===== src/rtl/mem_lsu.sv =====
// MEM-stage load/store unit: byte-serial loads and stores over a shared 8-bit RAM
// port, load sign/zero extension, and write-back pass-through for non-memory ops.
package mem_lsu_pkg;
    localparam int REG_ADDR_W = 5;
    localparam int ALUOP_W    = 8;
    localparam int STALL_W    = 6;

    localparam logic [ALUOP_W-1:0] EX_NOP = 8'h00;
    localparam logic [ALUOP_W-1:0] EX_ADD = 8'h01;
    localparam logic [ALUOP_W-1:0] EX_LB  = 8'h20;
    localparam logic [ALUOP_W-1:0] EX_LH  = 8'h21;
    localparam logic [ALUOP_W-1:0] EX_LW  = 8'h22;
    localparam logic [ALUOP_W-1:0] EX_LBU = 8'h24;
    localparam logic [ALUOP_W-1:0] EX_LHU = 8'h25;
    localparam logic [ALUOP_W-1:0] EX_SB  = 8'h28;
    localparam logic [ALUOP_W-1:0] EX_SH  = 8'h29;
    localparam logic [ALUOP_W-1:0] EX_SW  = 8'h2a;

    typedef struct packed {
        logic       load;
        logic       store;
        logic       sext;
        logic [2:0] nbytes;
    } op_t;
endpackage

module mem_lsu
    import mem_lsu_pkg::*;
#(
    parameter int ADDR_W = 32,
    parameter int DATA_W = 32
) (
    input  logic                  clk,
    input  logic                  rst,
    input  logic                  rdy,
    input  logic [REG_ADDR_W-1:0] mem_w_addr,
    input  logic                  mem_w_req,
    input  logic [DATA_W-1:0]     mem_w_data,
    input  logic [ADDR_W-1:0]     mem_mem_addr,
    input  logic [ALUOP_W-1:0]    mem_aluop,
    input  logic [STALL_W-1:0]    stall_state,
    input  logic                  ram_grant,
    input  logic [7:0]            ram_din,
    output logic                  ram_req,
    output logic [ADDR_W-1:0]     ram_addr,
    output logic [7:0]            ram_dout,
    output logic                  ram_wr,
    output logic [REG_ADDR_W-1:0] wb_w_addr,
    output logic                  wb_w_req,
    output logic [DATA_W-1:0]     wb_w_data,
    output logic                  stall_req
);
    typedef enum logic [1:0] {IDLE, ACCESS, DONE} state_t;

    state_t            state, state_nxt;
    logic [2:0]        cnt, cnt_nxt;
    logic [2:0]        idx;
    logic [DATA_W-1:0] ld_buf;
    logic [DATA_W-1:0] ld_ext;
    op_t               op;
    logic              is_mem;
    logic              unused_ok;

    assign unused_ok = ^{stall_state[STALL_W-1:5], stall_state[3:0]};

    always_comb begin
        op = '0;
        case (mem_aluop)
            EX_LB:   op = '{load: 1'b1, store: 1'b0, sext: 1'b1, nbytes: 3'd1};
            EX_LBU:  op = '{load: 1'b1, store: 1'b0, sext: 1'b0, nbytes: 3'd1};
            EX_LH:   op = '{load: 1'b1, store: 1'b0, sext: 1'b1, nbytes: 3'd2};
            EX_LHU:  op = '{load: 1'b1, store: 1'b0, sext: 1'b0, nbytes: 3'd2};
            EX_LW:   op = '{load: 1'b1, store: 1'b0, sext: 1'b0, nbytes: 3'd4};
            EX_SB:   op = '{load: 1'b0, store: 1'b1, sext: 1'b0, nbytes: 3'd1};
            EX_SH:   op = '{load: 1'b0, store: 1'b1, sext: 1'b0, nbytes: 3'd2};
            EX_SW:   op = '{load: 1'b0, store: 1'b1, sext: 1'b0, nbytes: 3'd4};
            default: op = '0;
        endcase
    end

    assign is_mem = op.load | op.store;

    always_comb begin
        ld_ext = ld_buf;
        case (op.nbytes)
            3'd1:    ld_ext = {{(DATA_W-8){op.sext & ld_buf[7]}}, ld_buf[7:0]};
            3'd2:    ld_ext = {{(DATA_W-16){op.sext & ld_buf[15]}}, ld_buf[15:0]};
            default: ld_ext = ld_buf;
        endcase
    end

    always_comb begin
        state_nxt = state;
        cnt_nxt   = cnt;
        idx       = '0;
        ram_req   = 1'b0;
        ram_wr    = 1'b0;
        ram_addr  = '0;
        ram_dout  = '0;
        stall_req = 1'b0;
        wb_w_addr = '0;
        wb_w_req  = 1'b0;
        wb_w_data = '0;
        case (state)
            IDLE: begin
                if (!is_mem) begin
                    wb_w_addr = mem_w_addr;
                    wb_w_req  = mem_w_req;
                    wb_w_data = mem_w_data;
                end else begin
                    stall_req = 1'b1;
                    ram_req   = 1'b1;
                    // Byte 0 goes out on the granting edge itself.
                    if (ram_grant) begin
                        ram_addr  = mem_mem_addr;
                        ram_wr    = op.store;
                        ram_dout  = mem_w_data[7:0];
                        cnt_nxt   = 3'd1;
                        state_nxt = (op.store && op.nbytes == 3'd1) ? DONE : ACCESS;
                    end
                end
            end
            ACCESS: begin
                stall_req = 1'b1;
                ram_req   = 1'b1;
                if (op.store) begin
                    idx      = cnt;
                    ram_wr   = 1'b1;
                    ram_addr = mem_mem_addr + ADDR_W'(idx);
                    ram_dout = 8'(mem_w_data >> {idx, 3'b000});
                    if (cnt == op.nbytes - 3'd1) state_nxt = DONE;
                    else                         cnt_nxt   = cnt + 3'd1;
                end else begin
                    // While frozen, or once every byte is out, re-read the byte awaiting
                    // capture so ram_din still holds it on the next enabled edge.
                    idx      = (cnt < op.nbytes && rdy) ? cnt : cnt - 3'd1;
                    ram_addr = mem_mem_addr + ADDR_W'(idx);
                    if (cnt == op.nbytes) state_nxt = DONE;
                    else                  cnt_nxt   = cnt + 3'd1;
                end
            end
            DONE: begin
                if (op.load) begin
                    wb_w_addr = mem_w_addr;
                    wb_w_req  = mem_w_req;
                    wb_w_data = ld_ext;
                end
                if (!stall_state[4]) state_nxt = IDLE;
            end
            default: state_nxt = IDLE;
        endcase
        if (!rdy) ram_wr = 1'b0;
        if (!rst) begin
            ram_req   = 1'b0;
            ram_wr    = 1'b0;
            ram_addr  = '0;
            ram_dout  = '0;
            stall_req = 1'b0;
            wb_w_addr = '0;
            wb_w_req  = 1'b0;
            wb_w_data = '0;
        end
    end

    always_ff @(posedge clk) begin
        if (!rst) begin
            state  <= IDLE;
            cnt    <= '0;
            ld_buf <= '0;
        end else if (rdy) begin
            state <= state_nxt;
            cnt   <= cnt_nxt;
            // cnt-1 is the byte whose data is on ram_din this cycle.
            if (state == ACCESS && op.load) begin
                for (int b = 0; b < 4; b++)
                    if (cnt == 3'(b + 1)) ld_buf[8*b +: 8] <= ram_din;
            end
        end
    end
endmodule


===== config.mk =====
export PLATFORM = sky130hd
export DESIGN_NAME = mem_lsu
export DESIGN_NICKNAME = d
export VERILOG_FILES = /design/src/rtl/mem_lsu.sv
export SDC_FILE = /design/constraint.sdc
export NUM_CORES = 1
export LEC_CHECK = 0
export ABC_CLOCK_PERIOD_IN_PS = 5300
export CORE_MARGIN = 2
export CORE_UTILIZATION = 43
export DETAILED_ROUTE_END_ITERATION = 6
export PLACE_DENSITY = 0.82
export SYNTH_ARGS = -nofsm -noshare
export SYNTH_HDL_FRONTEND = slang
export SYNTH_SLANG_ARGS = --single-unit

===== constraint.sdc =====
create_clock -name clk -period 5.3 [get_ports clk]
set_clock_uncertainty 0.1 [all_clocks]
set_input_delay 0.53 -clock clk [delete_from_list [all_inputs] [get_ports clk]]
set_output_delay 0.53 -clock clk [all_outputs]
set_load 0.01 [all_outputs]

=== Word level (Yosys, flattened, before mapping) ===
Cells that the tools add are included.

* Add/sub/neg operators: 5
* Multipliers: 0
* Div/mod/pow operators: 0
* $lt $le $gt $ge: 1
* Equality and inequality tests: 25
* Shifts and indexed selects: 1
* Mux-type cells: 48
* Bitwise logic cells: 3
* Reduce and logical (&&, ||, !) cells: 11

{| class="wikitable"
|+ Operators with widths
! kind !! number
|-
| 2-to-1 mux 32 bit || 7
|-
| case mux 32 bit (2 select lines) || 3
|-
| adder 32 x 3 -> 32 bit || 2
|-
| equality test 8 x 6 -> 1 bit (second input constant) || 8
|-
| case mux 6 bit (8 select lines) || 1
|-
| 2-to-1 mux 8 bit || 4
|-
| >> shifter 32 x 6 -> 8 bit || 1
|-
| 2-to-1 mux 3 bit || 6
|-
| case mux 8 bit (2 select lines) || 1
|-
| 2-to-1 mux 5 bit || 3
|-
| 2-to-1 mux 2 bit || 7
|-
| inequality test 3 bit (second input constant) || 4
|-
| AND reduction 3 bit || 4
|-
| AND reduction 6 bit || 2
|-
| 2-to-1 mux 1 bit || 10
|-
| case mux 5 bit (2 select lines) || 1
|-
| equality test 3 x 2 -> 1 bit (second input constant) || 3
|-
| equality test 3 x 1 -> 1 bit (second input constant) || 2
|-
| equality test 3 bit || 2
|-
| inequality test 2 bit (second input constant) || 3
|-
| case mux 1 bit (2 select lines) || 3
|-
| case mux 2 bit (3 select lines) || 1
|-
| case mux 3 bit (2 select lines) || 1
|-
| subtractor 3 x 1 -> 3 bit (second input constant) || 2
|-
| 10 further kinds || 13
|}

* Bits in registers: 37
* Bits in latches: 0
* Bits in writable memories: 0
* Memory bits (read-only): 0
* Bits of input ports: 96
* Output and inout port bits: 81
* Memories kept: 0

=== Depth between registers and ports, before layout ===
* Depth after elaboration: 9
* Mapped depth: 18
* Mapped depth without buffers: 16

=== Least setup slack after synthesis ===
OpenSTA, ideal clock, no wires.

* Path kind: input to output
* Start point: in mem_aluop[4]
* End point: out ram_addr[20]
* Arrival: 4.074 ns
* Path slack: 0.596 ns
* Stages on the path: 14
* Buffers on the path: 1
* Path through: or4b_4 buf_6 or3_1 ha_1 o21ai_0 a31oi_1 nand2_1 xnor2_1 ha_1 a21oi_1 nor3b_1 and3_1 nand3_1 o21ai_0

* Word-level cells in the longest chain between the ends: 9
* Elaborated cells between the ends (all ways): 18
* Classes of those cells: 1 x add/sub; 1 x order compare; 8 x eq/ne; 6 x mux; 1 x bitwise; 1 x reduce/logical

{| class="wikitable"
|+ Ends and longest elaborated chain
! element !! line !! RTL
|-
| from (decl) || 40 || <nowiki>input logic [ALUOP_W-1:0] mem_aluop,</nowiki>
|-
| equality test 8 x 6 -> 1 bit || 68 || <nowiki>case (mem_aluop)</nowiki>
|-
| case mux 6 bit (8 select lines) (*) || 68 ||
|-
| < comparator 3 bit || 136 || <nowiki>idx = (cnt < op.nbytes && rdy) ? cnt : cnt - 3'd1;</nowiki>
|-
| logical AND 1 bit || 136 ||
|-
| 2-to-1 mux 3 bit || 136 ||
|-
| adder 32 x 3 -> 32 bit || 137 || <nowiki>ram_addr = mem_mem_addr + ADDR_W'(idx);</nowiki>
|-
| 2-to-1 mux 32 bit || 126 || <nowiki>if (op.store) begin</nowiki>
|-
| case mux 32 bit (2 select lines) (*) || 104 || <nowiki>case (state)</nowiki>
|-
| 2-to-1 mux 32 bit (*) || 153 || <nowiki>if (!rst) begin</nowiki>
|-
| to (decl) || 45 || <nowiki>output logic [ADDR_W-1:0] ram_addr,</nowiki>
|}

Every way passes the cells marked *; elsewhere a longest branch is shown, timed or not.

=== Worst setup path after layout ===
* Start point: in mem_aluop[4]
* End point: out ram_addr[28]

Same word-level chain as after synthesis.

==> key figures <==
Yosys
  – Post-synthesis cell count: 558
  – Primary FF master, synth: sky130_fd_sc_hd__dfxtp_1
  – Post-Synthesis Mean Instance Area: 7.20 um^2
  – Number of storage elements in the synthesis netlist: 37
  – Compound-cell area share of the yosys netlist: 24.3%
  – Share of the synthesized netlist area taken by xor and xnor gates: 1.31%
  – Portion of the post-synthesis area used by sequential elements: 18.4%
  – Mux share of post-synthesis cell area: 11.5%
  – Adder and majority gate portion of the synthesized area: 5.17%
  – Largest family of logic cells by synthesized area: simple AND/OR/NAND/NOR gates
  – Mapped Area: 4020 um^2
  – Unique masters post-synth: 61
  – Post-Syn Nets: 670
  – Number of enable flip-flop cells after synthesis: 0
  – Number of warnings reported in the yosys synthesis log: 0
  – Post-Synth Simple-Gate Area: 33.4%
  – Synth async-reset ratio: 0%

Global route
  – Wire length of the first global-routing pass: 22900 um
  – Leftover overflow at the end of global routing: 0
  – Via count of the first global-routing pass: 4756
  – GRT Resource Usage Total: 27.7%
  – Largest net degree at the start of global routing: 26
  – Antenna violations before repair: 0

Clocking
  – TritonCTS buffer count: 5
  – Root buffer cell: sky130_fd_sc_hd__clkbuf_8
  – Maximum number of buffers from clock root to sink: 2
  – Clock Latency Late Sink: 290 ps
  – TritonCTS clock tree: yes
  – H-tree depth reported by CTS: 2
  – Sink count of the clock tree: 37
  – Reg clk slew, reported paths: 70 ps
  – Hold-fix buffers, CTS: 0

Layout
  – Post-Layout Inst Area: 6140 um^2
  – Antenna diodes: 0
  – Area growth from synthesis to layout: 52.8%
  – Non-Filler Instances: 850
  – Fraction of final layout cells sized beyond drive strength 1: 13.9%
  – Most frequent standard cell in the layout excluding fill and tap cells: sky130_fd_sc_hd__clkdlybuf4s50_1
  – Leading cell types in the layout, fill and taps excluded: 141 x sky130_fd_sc_hd__clkdlybuf4s50_1, 65 x sky130_fd_sc_hd__nand2_1, 56 x sky130_fd_sc_hd__nor2_1
  – Nets: 850

Worst setup path
  – Max Fanout on Critical Path: 4
  – Critical path's largest stage delay: 540 ps
  – Required time at the endpoint of the critical path: 4670 ps
  – Crit path top cell by count: sky130_fd_sc_hd__buf_4
  – Crit Path Class: input pin to primary output
  – Element type at the critical path start: input pin
  – Critical path data arrival time: 4550 ps
  – Standard cell with the maximum stage delay on the critical path: sky130_fd_sc_hd__or4b_4
  – Critical-path cell list: clkdlybuf4s50_1 > or4b_4 > or3_4 > ha_4 > o21ai_0 > a31oi_1 > buf_4 > nand2_1 > xnor2_1 > ha_1 > a21oi_2 > buf_4 > nor3b_2 > nand4_1 > buf_4 > buf_4 > o41ai_1 > clkdlybuf4s15_1
  – CP endpoint kind: primary output

Detailed routing
  – Detailed router's first-iteration violation count: 330
  – Vias/cell: 6.03
  – Detailed Routing Iterations Pass 1: 5
  – Via count: 5123
  – DRC violation count after routing: 0
  – Final routed wire length divided by cell count: 17.7 um
  – Routed wire length: 15000 um
  – Detail Route Antenna Nets: 0

Run
  – Max-capacitance violation count: 0

Power
  – Clk network pwr share: 27.1%
  – Worst-case vdd ir drop: 0.140 mV
  – Relative contribution of sequential cells to total power: 38.2%
  – Pwr Density: 119 nW/um^2
  – Cell Int Power: 0.000507 W
  – Share of power burned in combinational logic: 34.7%
  – Leakage Power: 2.44 nW
  – Switching power summed over all nets: 0.000221 W
  – Switching portion of total power: 30.3%

Floorplan
  – Height of the die: 101 um
  – Width of the chip: 101 um
  – Cell row count: 35
  – # IOs: 177
  – Effective utilization at floorplan: 43.9%
  – Die ar.: 10100 um^2
  – Core Footprint: 9150 um^2

Timing
  – Crit share post-route: 97.7%
  – RSZ-0062 raised after global routing: true
  – Slew Limit Fails: 0
  – Final TNS setup: 0 ps
  – Worst Tran Pin Value: 1050 ps
  – Highest achievable clock rate: 0.193 GHz
  – Total setup violations reported at the end of the flow: 0
  – Clock period minus final worst setup slack: 5180 ps
  – Worst max-slew margin expressed relative to the limit: 30.1%
  – Final Hold Viols: 0

Place
  – Placer Congestion: 0.918
  – Post-detail-place hpwl: 11100 um
  – Area post-placement: 5940 um^2
  – Count of input and output buffers: 171
  – Placed Instances: 834

Status
  – Run status: finished, final reports clean

Worst hold path
  – Class of the tightest hold or removal check: flip-flop to flip-flop
==> worst max-delay path, delay by kind of cell <==
kind / cells / cell delay, ps
AND/OR/NAND/NOR: 5 / 1300
adder cells (fa/ha/maj): 2 / 630
buffers and inverters: 6 / 1340
AO/OA/AOI/OAI: 4 / 610
XOR/XNOR: 1 / 130
==> sequential cells by signal, indices dropped and copies added (netlist names) <==
| register | flops |
|---|---|
| ld_buf | 32 |
| state | 2 |
| cnt | 3 |
==> worst paths after layout <==
kind / start / end / slack [ps] / depth (start not counted)
setup / recovery: mem_aluop[4] / ram_addr[28] / 120 / 18
hold / removal: ld_buf[17] / ld_buf[17] / 380 / 2
setup reg to reg: state[0] / ld_buf[30] / 2780 / 6
hold reg to reg: ld_buf[17] / ld_buf[17] / 380 / 2
==> per-layer routing <==
metal  part of all wire (%)  up-vias  global-route usage [%]
met3                    8.6       43                    4.30
li1                       -     2406                       -
met2                     48      293                    48.6
met5                      0        -                       0
met1                     40     2381                    34.6
met4                    2.7        0                    9.27
==> cell usage after synthesis, types with 5 or more instances <==
cell type | count | area (um^2)
sky130_fd_sc_hd__o21ai_0 | 34 | 170
sky130_fd_sc_hd__o211ai_1 | 6 | 45.0
sky130_fd_sc_hd__inv_1 | 11 | 41.3
sky130_fd_sc_hd__o21ai_1 | 11 | 55.1
sky130_fd_sc_hd__or4_1 | 5 | 37.5
sky130_fd_sc_hd__clkbuf_1 | 27 | 101
sky130_fd_sc_hd__and2_1 | 9 | 56.3
sky130_fd_sc_hd__nor2b_1 | 29 | 181
sky130_fd_sc_hd__a31oi_1 | 10 | 62.6
sky130_fd_sc_hd__a22oi_1 | 20 | 150
sky130_fd_sc_hd__nand2b_1 | 6 | 37.5
sky130_fd_sc_hd__ha_1 | 15 | 188
sky130_fd_sc_hd__and3_1 | 13 | 81.3
sky130_fd_sc_hd__a21oi_1 | 31 | 155
sky130_fd_sc_hd__mux2i_1 | 28 | 280
sky130_fd_sc_hd__nand4_1 | 15 | 93.8
sky130_fd_sc_hd__mux4_2 | 8 | 180
sky130_fd_sc_hd__buf_2 | 10 | 50.1
sky130_fd_sc_hd__a21boi_0 | 8 | 60.1
sky130_fd_sc_hd__dfxtp_1 | 37 | 741
sky130_fd_sc_hd__nor3b_1 | 5 | 37.5
sky130_fd_sc_hd__nand3_1 | 26 | 130
sky130_fd_sc_hd__nor2_1 | 57 | 214
sky130_fd_sc_hd__nand2_1 | 66 | 248
==> power groups by stage <==
stage / sequential (W) / clock (W) / combinational, W
2_1_floorplan: 0.000284 / 0 / 0.0000882
3_3_place_gp: 0.000285 / 0 / 0.000238
3_5_place_dp: 0.000285 / 0 / 0.000241
4_1_cts: 0.000278 / 0.000197 / 0.000246
5_1_grt: 0.000278 / 0.000214 / 0.000268
6_report: 0.000278 / 0.000197 / 0.000253
==> metrics by stage <==
stage	power (W)	worst slack (ps)	hold slack (ps)	util (%)
2_1_floorplan	0.000373	596	344	-
3_3_place_gp	0.000523	-318	352	64.9
3_5_place_dp	0.000526	-390	364	64.9
4_1_cts	0.000721	11.3	375	66.5
5_1_grt	0.000760	-38.5	401	67.1
6_report	0.000728	121	377	67.1
==> cell families after synthesis <==
family	Yosys count
AOI/OAI and AO/OA	152
xor gates and xnor gates	6
adders and majority gates	16
buffers and inverters	53
DFF	37
muxes	36
and+or+nand+nor	258
==> final cells by class <==
| class | instances | area, um^2 |
|---|---|---|
| well taps | 111 | 139 |
| repair buffers | 215 | 1970 |
| multi-input cells | 468 | 3160 |
| flip-flops and latches | 37 | 741 |
| clock inverters | 3 | 17.5 |
| clock buffers | 5 | 68.8 |
| inverters | 11 | 41.3 |
| fillers | 749 | 3010 |
==> repair_timing <==
| item | 4_1_cts | 5_1_grt |
|---|---|---|
| buffers inserted | 6 | 2 |
| pin swaps | 5 | 11 |
| setup endpoints to repair | 28 | 28 |
| resized for setup | 38 | 51 |
Note: power is estimated with default switching activity, not from simulation.
